`src/rtl/mvm_pkg.sv`:
```
// Shared definitions for the matrix-vector multiply datapath: geometry, word
// width and the loader FSM state encoding.
package mvm_pkg;

  localparam int MVM_N          = 8;
  localparam int MVM_DATA_WIDTH = 8;
  localparam int WORD_WIDTH     = 64;

  typedef enum logic [2:0] {
    IDLE,
    REQ,
    WAIT,
    UNPACK,
    DONE
  } state_t;

endpackage : mvm_pkg

```
`src/rtl/mvm_avalon_loader.sv`:
```
// Reads N+1 64-bit words over Avalon-MM and unpacks them byte by byte into
// N row FIFOs (matrix A) and one vector FIFO (B), one FIFO write per cycle.
module mvm_avalon_loader
  import mvm_pkg::*;
#(
  parameter int N          = MVM_N,
  parameter int DATA_WIDTH = MVM_DATA_WIDTH,
  parameter int ADDR_WIDTH = 32
) (
  input  logic                    CLOCK_50,
  input  logic                    rst_n,
  input  logic                    start,
  input  logic [ADDR_WIDTH-1:0]   base_addr,
  output logic [ADDR_WIDTH-1:0]   avm_address,
  output logic                    avm_read,
  input  logic                    avm_waitrequest,
  input  logic [WORD_WIDTH-1:0]   avm_readdata,
  input  logic                    avm_readdatavalid,
  output logic [N-1:0]            a_wren_out,
  output logic [N*DATA_WIDTH-1:0] a_data_out,
  input  logic [N-1:0]            a_full_in,
  output logic                    b_wren_out,
  output logic [DATA_WIDTH-1:0]   b_data_out,
  input  logic                    b_full_in,
  output logic                    busy,
  output logic                    load_done
);

  localparam int BYTES      = WORD_WIDTH / DATA_WIDTH;
  localparam int BIDX_W     = $clog2(BYTES);
  localparam int WIDX_W     = $clog2(N + 1);
  localparam int ADDR_SHIFT = $clog2(WORD_WIDTH / 8);
  localparam logic [WIDX_W-1:0] LAST_WORD = WIDX_W'(N);
  localparam logic [BIDX_W-1:0] LAST_BYTE = BIDX_W'(BYTES - 1);

  state_t                  r_state;
  state_t                  w_next_state;
  logic [ADDR_WIDTH-1:0]   r_base;
  logic [WIDX_W-1:0]       r_word_idx;
  logic [BIDX_W-1:0]       r_byte_idx;
  logic [WORD_WIDTH-1:0]   r_buf;

  logic [DATA_WIDTH-1:0]   w_byte;
  logic                    w_unpack;
  logic                    w_is_b;
  logic                    w_a_full;
  logic                    w_issue;

  // NOTE: every always_comb output gets a default before any branch, so no
  // path can leave it unassigned and infer a latch.
  always_comb begin
    w_unpack = (r_state == UNPACK);
    w_is_b   = (r_word_idx == LAST_WORD);
    w_byte   = r_buf[r_byte_idx*DATA_WIDTH +: DATA_WIDTH];
    w_a_full = 1'b0;
    for (int i = 0; i < N; i++) begin
      if (r_word_idx == WIDX_W'(i)) w_a_full = a_full_in[i];
    end
    // A write issues only when its target FIFO can take it.
    w_issue = w_unpack && !(w_is_b ? b_full_in : w_a_full);
  end

  always_comb begin
    w_next_state = r_state;
    unique case (r_state)
      IDLE:    if (start) w_next_state = REQ;
      REQ:     if (!avm_waitrequest) w_next_state = WAIT;
      WAIT:    if (avm_readdatavalid) w_next_state = UNPACK;
      UNPACK:  if (w_issue && r_byte_idx == LAST_BYTE)
                 w_next_state = w_is_b ? DONE : REQ;
      DONE:    w_next_state = IDLE;
      default: w_next_state = IDLE;
    endcase
  end

  // Outputs decode from state and counters only; read data reaches a FIFO
  // only after passing through r_buf.
  always_comb begin
    avm_read    = (r_state == REQ);
    avm_address = avm_read ? r_base + (ADDR_WIDTH'(r_word_idx) << ADDR_SHIFT) : '0;
    a_wren_out  = '0;
    a_data_out  = '0;
    for (int i = 0; i < N; i++) begin
      if (w_unpack && !w_is_b && r_word_idx == WIDX_W'(i)) begin
        a_data_out[i*DATA_WIDTH +: DATA_WIDTH] = w_byte;
        a_wren_out[i]                          = !a_full_in[i];
      end
    end
    b_data_out = (w_unpack && w_is_b) ? w_byte : '0;
    b_wren_out = w_unpack && w_is_b && !b_full_in;
    busy       = (r_state != IDLE);
    load_done  = (r_state == DONE);
  end

  // NOTE: sequential state uses non-blocking assignments so every register
  // samples pre-edge values regardless of statement order.
  always_ff @(posedge CLOCK_50 or negedge rst_n) begin
    if (!rst_n) begin
      r_state    <= IDLE;
      r_base     <= '0;
      r_word_idx <= '0;
      r_byte_idx <= '0;
      // NOTE: the word buffer is a plain register, not RAM, so it resets too.
      r_buf      <= '0;
    end else begin
      r_state <= w_next_state;
      if (r_state == IDLE && start) begin
        r_base     <= base_addr;
        r_word_idx <= '0;
      end
      if (r_state == WAIT && avm_readdatavalid) begin
        r_buf      <= avm_readdata;
        r_byte_idx <= '0;
      end
      if (w_issue) begin
        r_byte_idx <= r_byte_idx + BIDX_W'(1);
        if (r_byte_idx == LAST_BYTE && !w_is_b) r_word_idx <= r_word_idx + WIDX_W'(1);
      end
    end
  end

endmodule : mvm_avalon_loader

```
`config.mk`:
```
export PLATFORM = sky130hd
export DESIGN_NAME = mvm_avalon_loader
export DESIGN_NICKNAME = d
export VERILOG_FILES = /design/src/rtl/mvm_pkg.sv /design/src/rtl/mvm_avalon_loader.sv
export SDC_FILE = /design/constraint.sdc
export NUM_CORES = 1
export LEC_CHECK = 0
export BUFFER_PORTS_ARGS = -buffer_cell sky130_fd_sc_hd__buf_4
export CORE_ASPECT_RATIO = 1.75
export CORE_UTILIZATION = 55
export CTS_BUF_LIST = sky130_fd_sc_hd__clkbuf_4 sky130_fd_sc_hd__clkbuf_8
export DETAILED_ROUTE_END_ITERATION = 6
export MAX_ROUTING_LAYER = met4
export PLACE_DENSITY = 0.91
export SYNTH_ARGS = -nofsm -noshare
export SYNTH_HDL_FRONTEND = slang
export SYNTH_SLANG_ARGS = --single-unit
```
`constraint.sdc`:
```
create_clock -name CLOCK_50 -period 4.71 [get_ports CLOCK_50]
set_clock_uncertainty 0.2 [all_clocks]
set_input_delay 0.942 -clock CLOCK_50 [delete_from_list [all_inputs] [get_ports CLOCK_50]]
set_output_delay 0.942 -clock CLOCK_50 [all_outputs]
set_load 0.02 [all_outputs]
```
==> qor.yml, run 1 <==
setup_path:
  crit_arrival_ns: 3.05
  crit_slowest_cell: "dfrtp_1"
  crit_buf_inv: 2
  regToRegSetupSlack_ns: 2.15
  cp-end-kind: "output pin"
  worst_path_largest_cell_delay_ns: 0.91
  crit_chain: "buf_4 > mux4_2 > mux2i_1 > nor2_1 > buf_4"
  critPathMostFrequentCell: "buf_4"
  crit_path_start_kind: "flop"
  crit_family: "multiplexers"
  cp_max_fo: 16
  worstPathRequired_ns: 3.57
  worstSetupPathType: "flop to output pin"
detailed_routing:
  route.vias.total: 4965
  wl_um: 16560
  drtIter0Drc: 283
  drcViolationCount: 0
  antenna_left: 0
  routedLengthMet1_um: 5898
  routed_via_density: 5.655
  wl_per_cell_um: 18.86
  wl_met3_um: 1007
  wl_met2_um: 9049
  highest_layer: "met4"
  dr.pass1.iters: 5
pwr:
  p_per_area_mw_per_mm2: 595.5
  irDropWorstVdd_v: 0.0003939
  leakagePower_nw: 3.708
synthesis:
  synth_cell_type_count: 49
  syn_inst: 527
  yosys-top-cells-area: "dfrtp_1, mux2_2, nor2_1"
  synth_top_cell_area_share_pct: 44.99
  ys.flop_type: "dfrtp_1"
  synth_top_area_cell: "dfrtp_1"
  ys_seq_area_share_pct: 44.99
  ys_ff_latch: 106
  synth-edff-count: 0
  syn-num-nets: 648
  syn_avg_cell_area_um2: 11.19
  synthArstFlopShare_pct: 100.0
  ys.warnings.count: 0
  syn_area_mm2: 0.005896
floorplan:
  io_pins: 226
  dieArea_mm2: 0.01115
  floorplan.initialDensity_pct: 56.90
  core_mm2: 0.01036
  rows: 49
  die_height_um: 139.0
  die_w_um: 80.27
placed_design:
  portBuffers: 225
  placed_area_mm2: 0.007677
  dp_hpwl_um: 12500
  globalplace.congestion: 0.8713
clocking:
  cts_buffers: 9
  cts_tree: "done"
  cts_hold_buf: 0
  cts.clk_slew.worst_paths_ns: 0.11
  cts_resized: 0
  clockBufferDepth: 2
  cts_num_sinks: 106
  clkLatencyLatePin_ns: 0.38
  post_cts_buffers: 0
  cts.htree.levels: 3
  cts_root_buffer: "clkbuf_8"
timing:
  finalHoldViolCount: 0
  fmax_ghz: 0.2385
  rsz0062_at_grt: "false"
  fin_setup_tns_ns: 0
  period_needed_ns: 4.193
  worst_slew_pin_slew_ns: 1.006
  slew_viol_final: 0
  max_slew_margin_pct: 32.94
  finalSetupViolations: 0
  min_period_over_period_pct: 89.03
global_routing:
  grt_max_degree: 81
  grt_pass1_wl_um: 25530
  antenna_found_initial: 0
  overflow: 0
  grt_pass1_vias: 5293
  groute.usage.overall_pct: 31.25
finish:
  drive_gt1_share_pct: 49.00
  fin_area_mm2: 0.007895
  final_common_cell: "buf_4"
  nNetsFinal: 867
  antenna_cells: 0
  final_cell_mix: "buf_4, nor2_1, dfrtp_1"
  syn_to_final_growth_pct: 33.91
worst_hold_path:
  min_path_type: "flop to flop"
flow_run:
  drv_cap: 0
outcome:
  status: "complete, no violations"
[metal layers]
metal  track usage, %  vias to the layer above
met4            16.73                        0
li1                 -                     2272
met2            54.75                      237
met1            32.51                     2414
met5                -                        -
met3            5.197                       42
[stage by stage]
stage / hold slack, ns / util [%] / instances / total power [mW] / setup WS [ns]
2_1_floorplan: 0.2720 / - / 527 / 3.278 / 1.367
3_3_place_gp: 0.2815 / 74.10 / 862 / 3.949 / 1.064
3_5_place_dp: 0.2899 / 74.10 / 862 / 4.100 / 0.9870
4_1_cts: 0.3198 / 76.20 / 878 / 4.715 / 0.5006
5_1_grt: 0.3359 / 76.20 / 878 / 4.976 / 0.3036
6_report: 0.3151 / 76.20 / 878 / 4.701 / 0.5168
[cells by family after synthesis]
family	synth area share [%]
compound gates	4.860
flops	44.99
buf+inv	2.568
mux	25.98
simple gates	15.73
fa+ha+maj	2.462
xor+xnor	3.417
[synth_stat cells (all sizes together) (2+ instances only)]
| cell | count |
|---|---|
| and3 | 3 |
| ha | 10 |
| nor3b | 2 |
| xor2 | 16 |
| buf | 16 |
| nand2b | 5 |
| dfrtp | 106 |
| mux2i | 9 |
| and4 | 3 |
| nor2 | 110 |
| nand3 | 11 |
| nor3 | 5 |
| nor2b | 3 |
| and3b | 2 |
| mux2 | 95 |
| or3 | 6 |
| nand4 | 4 |
| nor4 | 2 |
| nand2 | 25 |
| mux4 | 16 |
| a211oi | 2 |
| a21oi | 11 |
| o21ai | 16 |
| a21o | 4 |
| xnor2 | 7 |
| inv | 10 |
| and2b | 2 |
| nand3b | 5 |
| clkbuf | 6 |
| and2 | 7 |
[registers in the layout, summed over array words and instances, names as in the netlist]
name,count
r_word_idx,4
r_buf,64
r_state,3
r_base,32
r_byte_idx,3
[area by class of cell]
| cell class | instances | area (um^2) |
|---|---|---|
| tap | 127 | 158.9 |
| timing repair buffer | 230 | 1727 |
| multi-input combinational | 389 | 3102 |
| inverter | 10 | 37.54 |
| fill | 678 | 2466 |
| clock inverter | 7 | 93.84 |
| sequential | 106 | 2653 |
| clock buffer | 9 | 123.9 |
[path summary, 6_finish.rpt]
kind	from	to	cells past startpoint
max	r_byte_idx[0]$_DFFE_PN0P_	a_data_out[54]	5
min	r_buf[63]$_DFFE_PN0P_	r_buf[63]$_DFFE_PN0P_	1
max reg2reg	r_word_idx[0]$_DFF_PN0_	r_word_idx[1]$_DFF_PN0_	7
min reg2reg	r_buf[63]$_DFFE_PN0P_	r_buf[63]$_DFFE_PN0P_	1
max in group asynchronous	rst_n	r_base[1]$_DFFE_PN0P_	2
min in group asynchronous	rst_n	r_base[26]$_DFFE_PN0P_	1
[report_power, final]
group / total (mW) / switching (mW) / internal (mW)
sequential: 1.77 / 0.414 / 1.35
combinational: 2.33 / 1.20 / 1.13
clock: 0.604 / 0.343 / 0.261
[worst register-to-register path: cells and delay by family, from the launching register on]
| family | cells | cell delay (ns) |
|---|---|---|
| AOI/OAI and AO/OA | 3 | 0.80 |
| adders and majority gates | 1 | 0.35 |
| DFF | 1 | 0.48 |
| muxes | 1 | 0.30 |
| and+or+nand+nor | 2 | 0.33 |
(Power assumes the default switching activity.)
==> run 2, diff against run 1 <==
--- a/config.mk
+++ b/config.mk
@@ -5,13 +5,13 @@
 export SDC_FILE = /design/constraint.sdc
 export NUM_CORES = 1
 export LEC_CHECK = 0
-export BUFFER_PORTS_ARGS = -buffer_cell sky130_fd_sc_hd__buf_4
 export CORE_ASPECT_RATIO = 1.75
 export CORE_UTILIZATION = 55
 export CTS_BUF_LIST = sky130_fd_sc_hd__clkbuf_4 sky130_fd_sc_hd__clkbuf_8
 export DETAILED_ROUTE_END_ITERATION = 6
+export DONT_BUFFER_PORTS = 1
 export MAX_ROUTING_LAYER = met4
-export PLACE_DENSITY = 0.91
+export PLACE_DENSITY = 0.73
 export SYNTH_ARGS = -nofsm -noshare
 export SYNTH_HDL_FRONTEND = slang
 export SYNTH_SLANG_ARGS = --single-unit
==> run 2 against run 1 <==
Effect of this change: first-iteration DRC count decreased by 63%; utilization down 17 points; combinational power is 15% lower; maximum frequency up 6.0%; power decreased by 9.7%; count of clock-buffer cells in the layout unchanged; global-route usage fell by 3.5 points; critical path depth grew 3; cell count shrank 26%; clock power fell by 7.5%; cell area is 22% lower; worst setup slack gained 0.24 ns; critical path type unchanged; critical endpoint is now avm_address[29]; largest power group unchanged.
==> qor.yml, run 2 (synthesis gave the netlist of run 1 again) <==
detailed_routing:
  drcViolationCount: 0
  antenna_left: 0
  routed_via_density: 6.208
  dr.pass1.iters: 4
  wl_um: 14560
  drtIter0Drc: 106
  route.vias.total: 4054
  wl_per_cell_um: 22.29
finish:
  final_cell_mix: "nor2_1, dfrtp_1, mux2_2"
  largest_registers: "r_buf (64), r_base (32), r_word_idx (4)"
  syn_to_final_growth_pct: 4.733
  regMostFlops: "r_buf"
  final_common_cell: "nor2_1"
  nNetsFinal: 641
  drive_gt1_share_pct: 27.05
  largest_reg_flops: 64
placed_design:
  dp_hpwl_um: 11200
  globalplace.congestion: 0.9072
  portBuffers: 0
pwr:
  combPwrFrac_pct: 46.7
  p_int_mw: 2.403
  switching_power_mw: 1.843
  pwr-share-clk_pct: 13.2
  p_per_area_mw_per_mm2: 687.5
  irDropWorstVdd_v: 0.0004359
  leakagePower_nw: 2.545
  seqPwrFrac_pct: 40.1
  p_sw_share_pct: 43.41
clocking:
  cts_tree: "done"
  clockBufferDepth: 2
  cts_num_sinks: 106
  cts_hold_buf: 0
  cts.htree.levels: 3
  cts_buffers: 9
  cts_resized: 0
  clkLatencyLatePin_ns: 0.38
  cts.clk_slew.worst_paths_ns: 0.11
  cts_root_buffer: "clkbuf_8"
  post_cts_buffers: 0
floorplan:
  rows: 49
  core_mm2: 0.01036
  die_w_um: 80.27
  dieArea_mm2: 0.01115
  io_pins: 226
  floorplan.initialDensity_pct: 56.90
  die_height_um: 139.0
timing:
  finalSetupViolations: 0
  worst_slew_pin_slew_ns: 1.056
  finalHoldViolCount: 0
  fmax_ghz: 0.2527
  slew_viol_final: 0
  max_slew_margin_pct: 28.92
  timing.hold.ws_ns: 0.03132
  min_period_over_period_pct: 84.01
  period_needed_ns: 3.957
  fin_setup_tns_ns: 0
  rsz0062_at_grt: "false"
setup_path:
  crit_path_start_kind: "flop"
  endpoint: "avm_address[29]"
  cp-end-kind: "output pin"
  crit_arrival_ns: 2.81
  worstSetupPathType: "flop to output pin"
  regToRegSetupSlack_ns: 2.13
  regToRegEndpoint: "r_word_idx[1]$_DFF_PN0_"
  cp_max_fo: 7
  reg2reg_from: "r_word_idx[0]$_DFF_PN0_"
  worstPathRequired_ns: 3.57
  r2r_cells: 7
  startpoint: "r_word_idx[0]$_DFF_PN0_"
global_routing:
  groute.usage.overall_pct: 27.74
  overflow: 0
  grt_max_degree: 107
  antenna_found_initial: 1
  grt_pass1_vias: 4008
  grt_pass1_wl_um: 21710
outcome:
  status: "complete, no violations"
worst_hold_path:
  min_path_type: "primary input to asynchronous set/reset pin"
flow_run:
  drv_cap: 0
## run 2: cell types whose count changed in the layout (fill, tap and decap cells not counted)
cell / before / now
bufinv_16: 1 / 0
clkinv_2: 0 / 1
buf_4: 230 / 4
clkinvlp_4: 1 / 0
inv_6: 2 / 4
inv_8: 2 / 1
diode_2: 0 / 1
## run 2: worst max-delay path, stage by stage (launching register included)
cell	delay (ns)
dfrtp_1	0.47
ha_1	0.25
fa_1	0.40
a21o_1	0.18
a21o_1	0.26
nor3b_2	0.23
and3b_1	0.21
xnor2_1	0.13
nor2_1	0.30
## run 2: worst min-delay path by stage
stage	slack [ns]	from	endpoint	depth (start not counted)
after floorplan	0.27	r_buf[14]$_DFFE_PN0P_	r_buf[14]$_DFFE_PN0P_	1
after global routing	0.006	rst_n	r_base[23]$_DFFE_PN0P_	0
after global placement	0.28	r_base[2]$_DFFE_PN0P_	r_base[2]$_DFFE_PN0P_	1
after CTS	0.02	rst_n	r_base[22]$_DFFE_PN0P_	0
final	0.03	rst_n	r_base[22]$_DFFE_PN0P_	0
after detailed placement	0.29	r_base[2]$_DFFE_PN0P_	r_base[2]$_DFFE_PN0P_	1
## run 2: metrics by stage
stage	area [um^2]	worst slack (ns)	power [mW]	cells	util (%)
2_1_floorplan	5896	1.367	3.278	527	-
6_report	6175	0.7531	4.245	653	59.59
3_5_place_dp	5981	1.167	3.721	636	57.72
3_3_place_gp	5981	1.234	3.637	636	57.72
5_1_grt	6175	0.5547	4.518	653	59.59
4_1_cts	6172	0.7311	4.277	652	59.57
## run 2: metal layers
metal  wire, um  track usage, %
met1       5101           29.21
met4        335           10.53
met5          0               -
met2       7848           48.94
met3       1271           6.579
## run 2: cell type report
class,instances,area (um^2)
tap,127,158.9
fill,851,4187
inverter,10,37.54
multi-input combinational,389,3102
sequential,106,2653
clock buffer,9,123.9
timing repair buffer,4,30.03
clock inverter,7,67.56
antenna,1,2.502
## run 2: power groups by stage
stage	Combinational (mW)	Sequential [mW]	Clock, mW
3_5_place_dp	1.99	1.73	0
6_report	1.98	1.70	0.559
4_1_cts	2.00	1.70	0.571
5_1_grt	2.14	1.77	0.608
2_1_floorplan	1.70	1.58	0
3_3_place_gp	1.94	1.70	0
==> run 3, diff against run 2 <==
--- a/config.mk
+++ b/config.mk
@@ -11,7 +11,7 @@
 export DETAILED_ROUTE_END_ITERATION = 6
 export DONT_BUFFER_PORTS = 1
 export MAX_ROUTING_LAYER = met4
-export PLACE_DENSITY = 0.73
+export PLACE_DENSITY = 0.76
 export SYNTH_ARGS = -nofsm -noshare
 export SYNTH_HDL_FRONTEND = slang
 export SYNTH_SLANG_ARGS = --single-unit
==> constraint.sdc (replaced) <==
create_clock -name CLOCK_50 -period 3.19 [get_ports CLOCK_50]
set_clock_uncertainty 0.2 [all_clocks]
set_input_delay 0.638 -clock CLOCK_50 [delete_from_list [all_inputs] [get_ports CLOCK_50]]
set_output_delay 0.638 -clock CLOCK_50 [all_outputs]
set_load 0.02 [all_outputs]
==> run 3 against run 2 <==
Effect of this change: the run now ends with hold timing, setup timing left; first-iteration DRC count rose by 76%; cell area rose by 12%; combinational power rose by 88%; critical path depth rose by 1; non-clock buffer count rose by 78; cell count rose by 12%; via count rose by 8.0%; global-route usage rose by 0.29 points; count of clock-buffer cells in the layout rose by 1; highest routed layer unchanged; hold slack got worse by 0.27 ns; power rose by 65%; worst setup slack got worse by 0.81 ns.
==> qor.yml, run 3 (synthesis gave the netlist of run 1 again) <==
outcome:
  status: "finished, violations left"
  failed_checks: "hold timing, setup timing"
timing:
  min_period_over_period_pct: 101.9
  rsz0062_at_grt: "true"
  period_needed_ns: 3.251
  timing.hold.ws_ns: -0.2411
  worst_slew_pin_slew_ns: 0.7957
  fmax_ghz: 0.3076
  finalSetupViolations: 3
  fin_ws_ns: -0.06058
  finalHoldViolCount: 106
  max_slew_margin_pct: 46.84
  slew_viol_final: 0
  fin_setup_tns_ns: -0.1338
setup_path:
  cp_max_fo: 6
  cp-end-kind: "output pin"
  r2r_cells: 8
  regToRegSetupSlack_ns: 0.59
  reg2reg_from: "r_word_idx[0]$_DFF_PN0_"
  startpoint: "r_base[3]$_DFFE_PN0P_"
  regToRegEndpoint: "r_word_idx[1]$_DFF_PN0_"
  crit_arrival_ns: 2.41
  worstSetupPathType: "flop to output pin"
  crit_path_start_kind: "flop"
  worstPathRequired_ns: 2.35
clocking:
  cts_buffers: 9
  cts.clk_slew.worst_paths_ns: 0.10
  cts.htree.levels: 3
  clkLatencyLatePin_ns: 0.36
  clockBufferDepth: 2
  cts_num_sinks: 106
  cts_root_buffer: "clkbuf_8"
  cts_tree: "done"
placed_design:
  dpl.cell_count: 704
  globalplace.congestion: 0.9218
  portBuffers: 0
  dp_hpwl_um: 11280
global_routing:
  antenna_found_initial: 0
  grt_pass1_wl_um: 22910
  overflow: 0
  grt_pass1_vias: 4599
  groute.usage.overall_pct: 28.03
  grt_max_degree: 107
finish:
  finalNonFillerCells: 730
  nNetsFinal: 719
  regMostFlops: "r_buf"
  nFillCells: 774
  largest_reg_flops: 64
  final_common_cell: "dfrtp_1"
  final_cell_mix: "dfrtp_1, mux2_2, nor2_1"
  antenna_cells: 0
  drive_gt1_share_pct: 42.62
  largest_registers: "r_buf (64), r_base (32), r_word_idx (4)"
  postLayoutCoreUtil_pct: 66.95
  syn_to_final_growth_pct: 17.66
floorplan:
  rows: 49
  die_height_um: 139.0
  floorplan.initialDensity_pct: 56.90
  dieArea_mm2: 0.01115
  die_w_um: 80.27
  io_pins: 226
  core_mm2: 0.01036
pwr:
  p_per_area_mw_per_mm2: 1010
  irDropWorstVdd_v: 0.0005860
  leakagePower_nw: 2.965
flow_run:
  drv_cap: 0
detailed_routing:
  antenna_left: 0
  drcViolationCount: 0
  routed_via_density: 5.997
  wl_um: 14980
  drtIter0Drc: 187
  route.vias.total: 4378
  dr.pass1.iters: 5
  wl_per_cell_um: 20.53
worst_hold_path:
  min_path_type: "primary input to asynchronous set/reset pin"
run 3: through the flow:
stage               setup WS (ns)  instance area (um^2)  hold WS (ns)  total power, mW
global route              -0.1811                  6937       -0.2822            7.402
floorplan                  0.1511                  5896        0.1424            4.840
global placement           0.2599                  6516        0.1441            5.806
finish                   -0.06058                  6937       -0.2411            7.008
detailed placement         0.2041                  6516        0.1447            6.002
CTS                      -0.06853                  6807       -0.2732            6.876
run 3: report_power, final:
part,switching [mW],internal (mW)
Sequential,0.484,2.00
Clock,0.481,0.311
Combinational,1.98,1.75
run 3: timing repair:
item,4_1_cts,5_1_grt
endpoints found under the setup margin,43,51
buffers inserted,5,5
pin swaps,6,9
resized for setup,17,27
hold endpoints to repair,106,106
run 3: worst max path at each step:
stage                           end  cells past startpoint  slack, ns
floorplan           avm_address[29]                      8       0.15
finish              avm_address[29]                      9      -0.06
global placement    avm_address[18]                      7       0.26
global route        avm_address[29]                      9      -0.18
detailed placement  avm_address[18]                      7       0.20
CTS                 avm_address[25]                      9      -0.07
run 3: per-layer routing:
layer / wire length [um] / global-route usage, %
met5: 0 / -
met4: 371 / 9.680
met3: 994 / 7.368
met1: 5236 / 28.63
met2: 8381 / 50.34
run 3: area by class of cell:
class,count,area [um^2],area share (%)
clock buffer,10,131.4,1.894
clock inverter,6,60.06,0.8658
inverter,10,37.54,0.5411
multi-input combinational,389,3249,46.84
sequential,106,2655,38.28
tap,127,158.9,2.291
timing repair buffer,82,644.4,9.289
run 3: worst max-delay path: stages (launching register included):
cell and delay, ns:
dfrtp_1 0.40, ha_2 0.20, fa_2 0.35, a21o_1 0.17
a21o_1 0.19, nor3b_4 0.18, and3b_1 0.20, xnor2_1 0.12
nor2_1 0.10, buf_4 0.15
